## config.mk

```make
export PLATFORM = sky130hd
export DESIGN_NAME = csr_file
export DESIGN_NICKNAME = d
export VERILOG_FILES = /design/src/rtl/csr_file.sv
export SDC_FILE = /design/constraint.sdc
export NUM_CORES = 2
export LEC_CHECK = 0
export CAP_MARGIN = 20
export CORE_MARGIN = 10
export CORE_UTILIZATION = 42
export DETAILED_ROUTE_END_ITERATION = 12
export SLEW_MARGIN = 20
export SYNTH_ARGS = -nofsm -noshare
export SYNTH_HDL_FRONTEND = slang
export SYNTH_SLANG_ARGS = --single-unit
export TNS_END_PERCENT = 5
```

## constraint.sdc

```tcl
create_clock -name clk -period 9.31 [get_ports clk]
set_clock_uncertainty 0.2 [all_clocks]
set_input_delay 1.862 -clock clk [delete_from_list [all_inputs] [get_ports clk]]
set_output_delay 1.862 -clock clk [all_outputs]
set_load 0.02 [all_outputs]
```

## src/rtl/csr_file.sv

```systemverilog
// Machine/supervisor CSR file beside execute/commit: combinational read, registered write,
// trap entry with optional S-mode delegation, xRET sequencing and a one-cycle PC redirect.
module csr_file #(
    parameter int              XLEN          = 64,
    parameter logic [XLEN-1:0] HART_ID       = '0,
    parameter bit              HAS_SMODE     = 1'b1,
    parameter bit              VECTORED_EN   = 1'b1,
    parameter logic [63:0]     MEDELEG_WMASK = 64'hb3ff,
    parameter logic [63:0]     MIDELEG_WMASK = 64'h222
) (
    input  logic            clk,
    input  logic            reset_n,
    input  logic [11:0]     csr_addr,
    output logic [XLEN-1:0] csr_rdata,
    output logic            csr_illegal,
    input  logic            csr_we,
    input  logic [1:0]      csr_op,
    input  logic [XLEN-1:0] csr_wdata,
    input  logic            trap_valid,
    input  logic [XLEN-1:0] trap_cause,
    input  logic [XLEN-1:0] trap_pc,
    input  logic [XLEN-1:0] trap_tval,
    input  logic            mret,
    input  logic            sret,
    input  logic [XLEN-1:0] ext_irq_mip,
    output logic            irq_pending,
    output logic [1:0]      priv,
    output logic [XLEN-1:0] satp_q,
    output logic [XLEN-1:0] mstatus_q,
    output logic            redirect_valid,
    output logic [XLEN-1:0] redirect_pc
);
    localparam logic [63:0] SSTATUS_M64 = 64'h8000_0003_0001_e000;
    localparam logic [63:0] MSTATUS_M64 = 64'h7e_79bb;
    localparam logic [63:0] MIP_M64     = 64'h333;
    localparam logic [63:0] MEDELEG_M64 = MEDELEG_WMASK & ~64'h800;
    localparam logic [XLEN-1:0] SSTATUS_MASK = SSTATUS_M64[XLEN-1:0];
    localparam logic [XLEN-1:0] MSTATUS_MASK = MSTATUS_M64[XLEN-1:0];
    localparam logic [XLEN-1:0] MIP_MASK     = MIP_M64[XLEN-1:0];
    localparam logic [XLEN-1:0] MEDELEG_MASK = MEDELEG_M64[XLEN-1:0];
    localparam logic [XLEN-1:0] MIDELEG_MASK = MIDELEG_WMASK[XLEN-1:0];
    localparam int SIE = 1, MIE = 3, SPIE = 5, MPIE = 7, SPP = 8;
    localparam logic [1:0] PRIV_U = 2'b00, PRIV_S = 2'b01, PRIV_M = 2'b11;

    logic [XLEN-1:0] mstatus, medeleg, mideleg, mie, mtvec, mscratch, mepc, mcause, mtval, mip;
    logic [XLEN-1:0] mcycle, sscratch, sepc, scause, stval, stvec, satp;
    logic [1:0]      priv_q;

    logic [XLEN-1:0] mip_rd, rd, wval, tvec_sel, target;
    logic [63:0]     deleg64;
    logic            impl, illegal, do_write, deleg, mret_ok, sret_ok, intr;

    function automatic logic [XLEN-1:0] tvec_fix(input logic [XLEN-1:0] v);
        logic [XLEN-1:0] r;
        r    = v;
        r[1] = 1'b0;
        if (!VECTORED_EN) r[0] = 1'b0;
        return r;
    endfunction

    assign mip_rd = mip | ext_irq_mip;

    always_comb begin
        rd   = '0;
        impl = 1'b1;
        case (csr_addr)
            12'h300: rd = mstatus;
            12'h302: begin rd = medeleg; impl = HAS_SMODE; end
            12'h303: begin rd = mideleg; impl = HAS_SMODE; end
            12'h304: rd = mie;
            12'h305: rd = mtvec;
            12'h340: rd = mscratch;
            12'h341: rd = mepc;
            12'h342: rd = mcause;
            12'h343: rd = mtval;
            12'h344: rd = mip_rd;
            12'hb00: rd = mcycle;
            12'hf14: rd = HART_ID;
            12'h100: begin rd = mstatus & SSTATUS_MASK; impl = HAS_SMODE; end
            12'h104: begin rd = mie & mideleg; impl = HAS_SMODE; end
            12'h105: begin rd = stvec; impl = HAS_SMODE; end
            12'h140: begin rd = sscratch; impl = HAS_SMODE; end
            12'h141: begin rd = sepc; impl = HAS_SMODE; end
            12'h142: begin rd = scause; impl = HAS_SMODE; end
            12'h143: begin rd = stval; impl = HAS_SMODE; end
            12'h144: begin rd = mip_rd & mideleg; impl = HAS_SMODE; end
            12'h180: begin rd = satp; impl = HAS_SMODE; end
            default: impl = 1'b0;
        endcase
    end

    assign illegal = !impl || (csr_addr[9:8] > priv_q) ||
                     (csr_we && csr_op != 2'b00 && csr_addr[11:10] == 2'b11);
    assign csr_illegal = illegal;
    assign csr_rdata   = illegal ? '0 : rd;

    always_comb begin
        case (csr_op)
            2'b01:   wval = csr_wdata;
            2'b10:   wval = rd | csr_wdata;
            2'b11:   wval = rd & ~csr_wdata;
            default: wval = rd;
        endcase
    end

    // A raw trap/xRET request blocks lower-priority work even if it is itself ignored.
    assign mret_ok  = mret && !trap_valid && priv_q == PRIV_M;
    assign sret_ok  = sret && !trap_valid && !mret && priv_q != PRIV_U;
    assign do_write = csr_we && csr_op != 2'b00 && !illegal && !trap_valid && !mret && !sret;

    assign intr     = trap_cause[XLEN-1];
    assign deleg64  = 64'(intr ? mideleg : medeleg);
    assign deleg    = HAS_SMODE && priv_q != PRIV_M && deleg64[trap_cause[5:0]];
    assign tvec_sel = deleg ? stvec : mtvec;
    assign target   = {tvec_sel[XLEN-1:2], 2'b00} +
                      ((tvec_sel[0] && intr) ? XLEN'({trap_cause[5:0], 2'b00}) : '0);

    always_ff @(posedge clk or negedge reset_n) begin
        if (!reset_n) begin
            mstatus <= '0; medeleg <= '0; mideleg <= '0; mie <= '0; mtvec <= '0;
            mscratch <= '0; mepc <= '0; mcause <= '0; mtval <= '0; mip <= '0;
            mcycle <= '0; sscratch <= '0; sepc <= '0; scause <= '0; stval <= '0;
            stvec <= '0; satp <= '0;
            priv_q         <= PRIV_M;
            redirect_valid <= 1'b0;
            redirect_pc    <= '0;
            irq_pending    <= 1'b0;
        end else begin
            redirect_valid <= trap_valid || mret_ok || sret_ok;
            if (do_write && csr_addr == 12'hb00) mcycle <= wval;
            else                                 mcycle <= mcycle + XLEN'(1);

            if (trap_valid) begin
                redirect_pc <= target;
                if (deleg) begin
                    sepc          <= trap_pc;
                    scause        <= trap_cause;
                    stval         <= trap_tval;
                    mstatus[SPIE] <= mstatus[SIE];
                    mstatus[SIE]  <= 1'b0;
                    mstatus[SPP]  <= priv_q[0];
                    priv_q        <= PRIV_S;
                end else begin
                    mepc             <= trap_pc;
                    mcause           <= trap_cause;
                    mtval            <= trap_tval;
                    mstatus[MPIE]    <= mstatus[MIE];
                    mstatus[MIE]     <= 1'b0;
                    mstatus[12:11]   <= priv_q;
                    priv_q           <= PRIV_M;
                end
            end else if (mret_ok) begin
                redirect_pc    <= mepc;
                priv_q         <= mstatus[12:11];
                mstatus[MIE]   <= mstatus[MPIE];
                mstatus[MPIE]  <= 1'b1;
                mstatus[12:11] <= PRIV_U;
            end else if (sret_ok) begin
                redirect_pc   <= sepc;
                priv_q        <= {1'b0, mstatus[SPP]};
                mstatus[SIE]  <= mstatus[SPIE];
                mstatus[SPIE] <= 1'b1;
                mstatus[SPP]  <= 1'b0;
            end else if (do_write) begin
                case (csr_addr)
                    12'h300: mstatus  <= wval & MSTATUS_MASK;
                    12'h100: mstatus  <= (mstatus & ~SSTATUS_MASK) | (wval & SSTATUS_MASK);
                    12'h302: medeleg  <= wval & MEDELEG_MASK;
                    12'h303: mideleg  <= wval & MIDELEG_MASK;
                    12'h304: mie      <= wval;
                    12'h104: mie      <= (mie & ~mideleg) | (wval & mideleg);
                    12'h305: mtvec    <= tvec_fix(wval);
                    12'h105: stvec    <= tvec_fix(wval);
                    12'h340: mscratch <= wval;
                    12'h341: mepc     <= wval;
                    12'h342: mcause   <= wval;
                    12'h343: mtval    <= wval;
                    12'h344: mip      <= wval & MIP_MASK;
                    12'h144: mip      <= (mip & ~(mideleg & MIP_MASK)) | (wval & mideleg & MIP_MASK);
                    12'h140: sscratch <= wval;
                    12'h141: sepc     <= wval;
                    12'h142: scause   <= wval;
                    12'h143: stval    <= wval;
                    12'h180: satp     <= wval;
                    default: ;
                endcase
            end

            irq_pending <= ((|(mip_rd & mie & ~mideleg)) && (priv_q != PRIV_M || mstatus[MIE])) ||
                           ((|(mip_rd & mie & mideleg)) &&
                            (priv_q == PRIV_U || (priv_q == PRIV_S && mstatus[SIE])));
        end
    end

    assign priv      = priv_q;
    assign satp_q    = satp;
    assign mstatus_q = mstatus;
endmodule
```

==> impl_metrics.py <==
metrics = {
    "run_status": {
        "status": "completed",
    },
    "detailed_routing": {
        "via_per_inst": 6.78,
        "routed_wl_mm": 314,
        "vias": 54000,
        "drt-initial-drc-count": 9183,
        "drcViolationCount": 0,
        "antenna_left": 0,
        "drt_first_pass_iters": 10,
        "avgRoutedWirePerCell_um": 39.4,
    },
    "timing": {
        "fmax_ghz": 0.119,
        "tightest_slew_ns": 1.30,
        "fin_crit_sh_pct": 90.3,
        "setup-violations-final": 0,
        "hold_viol": 0,
        "grt_setup_unrepaired": "no",
        "fin_setup_tns_ns": 0,
        "slew_violations": 0,
        "worst_slack_ns": 0.908,
        "slew_headroom_pct": 13.2,
        "fin_crit_ns": 8.40,
    },
    "synth": {
        "synth_top_cell_by_area": "dfrtp_1",
        "synthAdderAreaFrac_pct": 0.255,
        "synth_area_leaders": "dfrtp_1 (45%), nand2_1 (8.5%), o21ai_0 (5.9%)",
        "syn_inst": 5888,
        "synth_mux_area_share_pct": 3.48,
        "synth_top_family_by_area": "compound AO/OA/AOI/OAI gates",
        "yosys_warnings": 0,
        "avgSynthCellArea_um2": 8.83,
        "synth-compound-area-share_pct": 24.4,
        "netlist_area_mm2": 0.0520,
        "synth_top_area_share_pct": 45.3,
        "synth_edf_count": 0,
        "synth_seq_cells": 942,
        "ys.flop_type": "dfrtp_1",
        "ys_types": 100,
        "synth-simple-area-share_pct": 18.2,
        "synthXorXnorAreaFrac_pct": 3.10,
        "ys_seq_area_share_pct": 45.4,
        "ys_async_sr_fraction_pct": 100,
    },
    "clock_tree": {
        "postCtsSetupRepairBufs": 0,
        "ctsHoldBuffers": 0,
        "cts.repair.resized": 0,
        "cts_sinks": 942,
        "cts-buffers-inserted": 107,
        "cts_tree": "built",
        "insertion_delay_ns": 0.76,
        "ctsLongestPathBuffers": 3,
        "clk_pin_slew_ns": 0.06,
        "htreeDepth": 3,
        "cts_root_buf": "clkbuf_16",
    },
    "critical_path": {
        "crit_required_ns": 7.25,
        "worstSetupEndpointType": "output port",
        "cp_max_fo": 19,
        "worst-setup-path-type": "in2out",
        "crit_arrival_ns": 6.34,
        "startpoint_type": "primary input",
    },
    "grt": {
        "grt_max_degree": 177,
        "grt_pass1_vias": 49300,
        "globalRouteOverflowTotal": 0,
        "grt_usage_pct": 43.7,
        "antenna_found_initial": 26,
        "grt_pass1_wl_mm": 422,
    },
    "die": {
        "core_area_mm2": 0.123,
        "start_util_pct": 42.2,
        "dieArea_mm2": 0.138,
        "die_w_um": 372,
        "rows": 129,
        "die_y_um": 372,
        "ios": 601,
    },
    "placed_design": {
        "gp_congestion": 1.06,
        "port_buffers": 558,
        "dpl.hpwl_mm": 234,
        "place_ws_ns": 0.977,
    },
    "layout": {
        "layout_commonest_cell": "nand2_1",
        "drive_above_1_share_pct": 8.52,
        "layout_common_cells": "nand2_1 (1172), dfrtp_1 (940), o21ai_0 (608), clkdlybuf4s50_1 (553), nor2_1 (378)",
        "area_delta_synth_final_pct": 21.8,
        "nNetsFinal": 6581,
    },
    "power": {
        "p_leak_nw": 26.0,
        "p_per_area_mw_per_mm2": 180,
        "peakVddDrop_mv": 0.194,
    },
    "run": {
        "drv_cap": 0,
    },
    "hold_path": {
        "hold_path_class": "reg2reg",
    },
}
cell families after synthesis:
group,count (synthesis)
AOI/OAI and AO/OA,1877
xor gates and xnor gates,184
adders and majority gates,10
buffers and inverters,590
DFF,942
muxes,173
other,1
and+or+nand+nor,2111
layer usage:
| metal | vias up | wire length [um] | track usage (%) |
|---|---|---|---|
| met5 | - | 412 | 0.454 |
| met4 | 30 | 16900 | 18.7 |
| met3 | 821 | 53100 | 22.5 |
| met2 | 4304 | 119000 | 56.6 |
| met1 | 26800 | 125000 | 59.9 |
| li1 | 22000 | - | - |
area by class of cell:
type / count / area (um^2)
clock inverters: 55 / 876
multi-input cells: 4397 / 26300
flip-flops and latches: 942 / 23600
inverters: 32 / 128
fillers: 11800 / 60000
repair buffers: 751 / 7300
clock buffers: 146 / 3120
diodes: 5 / 12.5
well taps: 1637 / 2050
path summary, 6_finish.rpt:
kind	from	end	slack [ns]	cells past startpoint
max in group asynchronous	reset_n	scause[21]$_DFFE_PN0P_	5.88	3
hold reg to reg	mtval[7]$_DFFE_PN0P_	mtval[7]$_DFFE_PN0P_	0.27	2
hold / removal	mtval[7]$_DFFE_PN0P_	mtval[7]$_DFFE_PN0P_	0.27	2
setup / recovery	csr_addr[8]	csr_rdata[19]	0.91	10
min in group asynchronous	reset_n	redirect_pc[56]$_DFFE_PN0P_	0.92	1
setup reg to reg	medeleg[0]$_DFFE_PN0P_	redirect_pc[60]$_DFFE_PN0P_	3.13	17
cell usage after synthesis, types with 10 or more instances:
master and number:
a22o_1 69, o2111ai_1 21, nand2_1 1180, o221ai_1 10
nor3_1 53, buf_4 68, o31ai_1 294, buf_2 120
o21ai_0 608, o22a_1 39, and2_0 42, a211o_1 11
a221o_1 12, xor2_1 53, nor2_1 384, mux2_2 43
and4_1 24, nand4_1 69, inv_1 31, and3_1 51
xnor2_1 131, a22oi_1 239, o21a_1 39, dfrtp_1 940
nor4_2 10, a2111oi_0 21, mux2i_1 128, a211oi_1 15
a31oi_1 34, and2_1 24, clkbuf_1 331, nand3_1 150
a221oi_1 50, o211ai_1 72, a21o_1 33, o22ai_1 36
buf_1 27, a21oi_1 146, nor4_4 14, nor4_1 37
a222oi_1 42
per-stage QoR:
stage                     cell area [um^2]  hold WS [ns]  std cells  util (%)  power, mW
after detailed placement             59300         0.262       7757      48.1       6.49
after floorplan                      52100         0.243       5929         -       5.45
after CTS                            63300         0.276       7958      51.3       11.3
final                                63300         0.271       7965      51.3       11.4
after global routing                 63300         0.298       7961      51.3       11.6
after global placement               59300         0.253       7757      48.1       6.47
flip-flops by register name (all words and copies together) (netlist names), 6 cells and up:
signal / cells
mcycle: 64
sscratch: 64
mip: 6
redirect_pc: 64
scause: 64
medeleg: 13
mtval: 64
sepc: 64
mepc: 64
stvec: 63
mscratch: 64
mstatus_q: 22
stval: 64
mie: 64
mtvec: 63
satp_q: 64
mcause: 64
worst max-delay path, stage by stage:
cell             delay (ns)
clkdlybuf4s50_1        0.85
or4b_1                 0.75
buf_4                  0.36
nor4_4                 0.29
buf_4                  0.50
a22oi_1                0.22
o211ai_1               0.30
nor3_1                 0.20
nor2_1                 0.28
clkdlybuf4s50_1        0.68
power by group:
| group | switching, mW | total (mW) | internal [mW] |
|---|---|---|---|
| logic | 1.15 | 1.69 | 0.541 |
| clock network | 1.98 | 4.84 | 2.86 |
| registers | 0.405 | 4.85 | 4.44 |
Note: power is estimated with default switching activity, not from simulation.
